$ cat src/rtl/wb_boot_loader_pkg.sv
// wb_boot_loader_pkg: loader FSM states and Wishbone select constant
package wb_boot_loader_pkg;
  typedef enum logic [2:0] {IDLE, WAIT_DATA, WB_WRITE, DONE, ERROR} state_e;
  localparam logic [3:0] SEL_FULL = 4'hF;
endpackage

$ cat src/rtl/wb_boot_loader.sv
// wb_boot_loader: streams program words into memory over Wishbone, then releases CPU resets
module wb_boot_loader
  import wb_boot_loader_pkg::*;
#(
  parameter int          NUM_CORES   = 2,
  parameter logic [31:0] BASE_ADDR   = 32'h0000_0000,
  parameter int          LEN_W       = 24,
  parameter int          ACK_TIMEOUT = 255
) (
  input  logic                 wb_clk_i,
  input  logic                 wb_rst_ni,
  input  logic                 start_i,
  input  logic [LEN_W-1:0]     length_i,
  input  logic [31:0]          in_data_i,
  input  logic                 in_valid_i,
  output logic                 in_ready_o,
  output logic [31:0]          wbm_adr_o,
  output logic [31:0]          wbm_dat_o,
  output logic [3:0]           wbm_sel_o,
  output logic                 wbm_we_o,
  output logic                 wbm_cyc_o,
  output logic                 wbm_stb_o,
  input  logic                 wbm_ack_i,
  input  logic                 wbm_err_i,
  output logic [NUM_CORES-1:0] cpu_rst_o,
  output logic                 done_o,
  output logic                 err_o,
  output logic [LEN_W-1:0]     words_o
);
  localparam int TW = $clog2(ACK_TIMEOUT + 1);
  state_e state;
  logic [LEN_W-1:0] len_q;
  logic [TW-1:0] timer;
  logic last;
  // Bus controls decode straight from state so an async reset drops cyc/stb at once
  assign in_ready_o = state == WAIT_DATA;
  assign wbm_cyc_o = state == WB_WRITE;
  assign wbm_stb_o = wbm_cyc_o;
  assign wbm_we_o = wbm_cyc_o;
  assign wbm_sel_o = wbm_cyc_o ? SEL_FULL : 4'h0;
  assign done_o = state == DONE;
  assign err_o = state == ERROR;
  assign cpu_rst_o = {NUM_CORES{state != DONE}};
  assign last = words_o + LEN_W'(1) == len_q;
  always_ff @(posedge wb_clk_i or negedge wb_rst_ni)
    if (!wb_rst_ni) begin
      state <= IDLE;
      len_q <= '0;
      wbm_adr_o <= '0;
      wbm_dat_o <= '0;
      words_o <= '0;
      timer <= '0;
    end else
      case (state)
        IDLE: if (start_i) begin
          len_q <= length_i;
          wbm_adr_o <= BASE_ADDR;
          words_o <= '0;
          state <= length_i == '0 ? DONE : WAIT_DATA;
        end
        WAIT_DATA: if (in_valid_i) begin
          wbm_dat_o <= in_data_i;
          timer <= '0;
          state <= WB_WRITE;
        end
        WB_WRITE:
          if (wbm_err_i) state <= ERROR;
          else if (wbm_ack_i) begin
            words_o <= words_o + LEN_W'(1);
            wbm_adr_o <= wbm_adr_o + 32'd4;
            state <= last ? DONE : WAIT_DATA;
          end else if (timer == TW'(ACK_TIMEOUT - 1)) state <= ERROR;
          else timer <= timer + TW'(1);
        default: state <= state;
      endcase
endmodule

$ cat config.mk
export PLATFORM = sky130hd
export DESIGN_NAME = wb_boot_loader
export DESIGN_NICKNAME = d
export VERILOG_FILES = /design/src/rtl/wb_boot_loader_pkg.sv /design/src/rtl/wb_boot_loader.sv
export SDC_FILE = /design/constraint.sdc
export NUM_CORES = 1
export LEC_CHECK = 0
export BUFFER_PORTS_ARGS = -buffer_cell sky130_fd_sc_hd__buf_2
export CAP_MARGIN = 20
export CORE_ASPECT_RATIO = 1.4
export CORE_MARGIN = 4
export CORE_UTILIZATION = 53
export CTS_CLUSTER_SIZE = 14
export DETAILED_ROUTE_END_ITERATION = 8
export PLACE_DENSITY = 0.8
export SLEW_MARGIN = 20
export SYNTH_ARGS = -nofsm -noshare
export SYNTH_HDL_FRONTEND = slang
export SYNTH_SLANG_ARGS = --single-unit
$ cat constraint.sdc
create_clock -name wb_clk_i -period 3.28 [get_ports wb_clk_i]
set_input_delay 0.82 -clock wb_clk_i [delete_from_list [all_inputs] [get_ports wb_clk_i]]
set_output_delay 0.82 -clock wb_clk_i [all_outputs]
set_load 0.03 [all_outputs]
==> flow_summary.toml <==
[routing]
drt_iter0_drc = 303
routedWlPerCell_um = 17.0
drt-total-wl_um = 16000
via_per_inst = 5.70
via_count = 5378
drtPass1Iterations = 7
ant_nets = 0
drc = 0

[flow_run]
max_cap_violations = 0

[critical_path]
path_class = "register to primary output"
critical_path_required_ns = 2.46
rrSetupSlack_ns = 0.68
start_kind = "register"
cp.arrival_ns = 1.86
crit_path_end_kind = "primary output"
worst-path-stages = 2
cp_cell_sequence = "nor3b_1, buf_2"
critPathSlowestCell = "nor3b_1"
path_delay_family = "simple AND/OR/NAND/NOR gates"
crit_path_max_fanout = 9
max_stage_delay_ns = 0.65
r2r_cells = 8
worstPathBufferInverterCount = 1

[power_and_ir_drop]
p_per_area_nw_per_um2 = 772
peakVddDrop_v = 0.000719
p_leak_uw = 0.00389
total_power_uw = 5970

[cts]
cts_resized = 0
clockRootBuffer = "clkbuf_16"
clock-sinks = 121
htree_levels = 4
cts_buffers = 17
hold_buffers = 0
cts.path.max_buffers = 2
clk_pin_slew_worst_paths_ns = 0.05
cts_tree = "yes"
cts_setup_buffers = 0
clock_latency_ns = 0.41

[finish]
drive_gt1_share_pct = 31.5
nets = 852
area_delta_synth_final_pct = 24.3
final_area_sq_um = 7730
num_antenna_cells = 0

[sta]
timing.hold.ws_ns = 0.428
worstMarginPinSlew_ns = 0.722
clock.fmax_ghz = 0.374
setup_tns_ns = 0
maxSlewHeadroom_pct = 51.8
finClkSkew_ns = 0.00800
finalCritPeriodShare_pct = 81.6
hold_viol = 0
period_minus_slack_ns = 2.68
drv_slew = 0
rsz0062_at_grt = "no"
setup_viol = 0

[global_routing]
gr-total-overflow = 0
grt_pass1_wl_um = 26000
grt_usage_pct = 24.2
grt_antenna_before_repair = 0
grt_max_degree = 51
grt_pass1_vias = 5374

[synth]
synth_area_leaders = "dfrtp_1 (49%), nand2_1 (6.7%), mux2_2 (5.8%)"
synth_flop_cell = "dfrtp_1"
yosys.area.top_type = "dfrtp_1"
async_reset_ff_share_pct = 100
ys_seq_elements = 121
synth_cell_types = 59
synth.cell_area_sq_um = 6220
yosysMostFrequentCell = "dfrtp_1"
yosysSeqAreaShare_pct = 48.7
syn_area_per_cell_sq_um = 9.75
yosys-top-cells-count = "dfrtp_1 (121), nand2_1 (111), o21ai_0 (50)"
netlist_instances = 638
synth_top_area_share_pct = 48.7
synth_edf_count = 0
ys_warn_count = 0

[min_path]
min_path_type = "primary input to asynchronous set/reset pin"

[floorplanning]
core.rowCount = 46
die_area_sq_um = 13600
design.core.area_sq_um = 11400
die_height_um = 136
start_util_pct = 54.6
die_w_um = 99.6
ios = 162

[placed_design]
dpl_cell_area_sq_um = 7100
gp_congestion = 0.948
io_buffers = 159
dp_hpwl_um = 11700

[outcome]
status = "finished, final reports clean"
==> placed cells by master (no fill, tap or decap), types with 13 or more instances in the layout <==
cell type    n
nor2_1      40
a21oi_1     13
xor2_1      29
dfrtp_1    121
xnor2_1     24
o21ai_0     50
mux2_2      32
nand4_1     13
clkbuf_16   17
nand3_1     32
nand2_1    111
o31ai_1     13
buf_2      158
==> metal layers <==
metal	global-route usage (%)	vias up	share of wire, %
met4	10.4	0	2.9
met1	28.1	2589	39
met2	41.0	220	51
li1	-	2527	-
met3	7.75	42	7.4
met5	0	-	0
==> worst register-to-register path: cells and delay by family (launching register included) <==
kind,cells,cell delay [ns]
AND/OR/NAND/NOR,4,1.27
flip-flops,1,0.47
adder cells (fa/ha/maj),1,0.37
AO/OA/AOI/OAI,2,0.25
XOR/XNOR,1,0.17
==> stage by stage <==
step	instances	worst slack, ns	utilization [%]
final	943	0.605	67.8
after global routing	943	0.435	67.8
after CTS	943	0.569	67.8
after detailed placement	911	0.535	62.3
after global placement	911	0.620	62.3
after floorplan	639	0.442	-
==> power by group <==
group / switching (uW) / internal [uW]
logic: 1120 / 669
registers: 316 / 1890
clock network: 667 / 1310
total: 2110 / 3860
==> area by class of cell <==
cell class	instances	area [sq um]
fillers	859	3670
flip-flops and latches	121	3030
multi-input cells	466	2970
clock inverters	12	171
well taps	144	180
repair buffers	169	886
clock buffers	20	457
inverters	11	41.3
==> sequential cells by signal (all words and copies together), names as in the netlist <==
name       cells
timer          8
wbm_adr_o     30
state          3
words_o       24
wbm_dat_o     32
len_q         24
==> worst paths after layout <==
path	start	end
min in group wb_clk_i	len_q[0]	len_q[0]
max in group asynchronous	wb_rst_ni	wbm_dat_o[10]
min	wb_rst_ni	words_o[8]
max	state[0]	wbm_sel_o[2]
max reg2reg	words_o[0]	state[1]
min reg2reg	len_q[0]	len_q[0]
==> kinds of logic after synthesis <==
group / Yosys count / synth area share [%]
adder cells (fa/ha/maj): 5 / 0.966
flip-flops: 121 / 48.7
buffers and inverters: 52 / 3.80
AO/OA/AOI/OAI: 102 / 9.86
XOR/XNOR: 53 / 7.46
multiplexers: 37 / 6.60
other: 1 / 0.0603
AND/OR/NAND/NOR: 267 / 22.6
No activity file was read; power rests on OpenSTA's default activity.
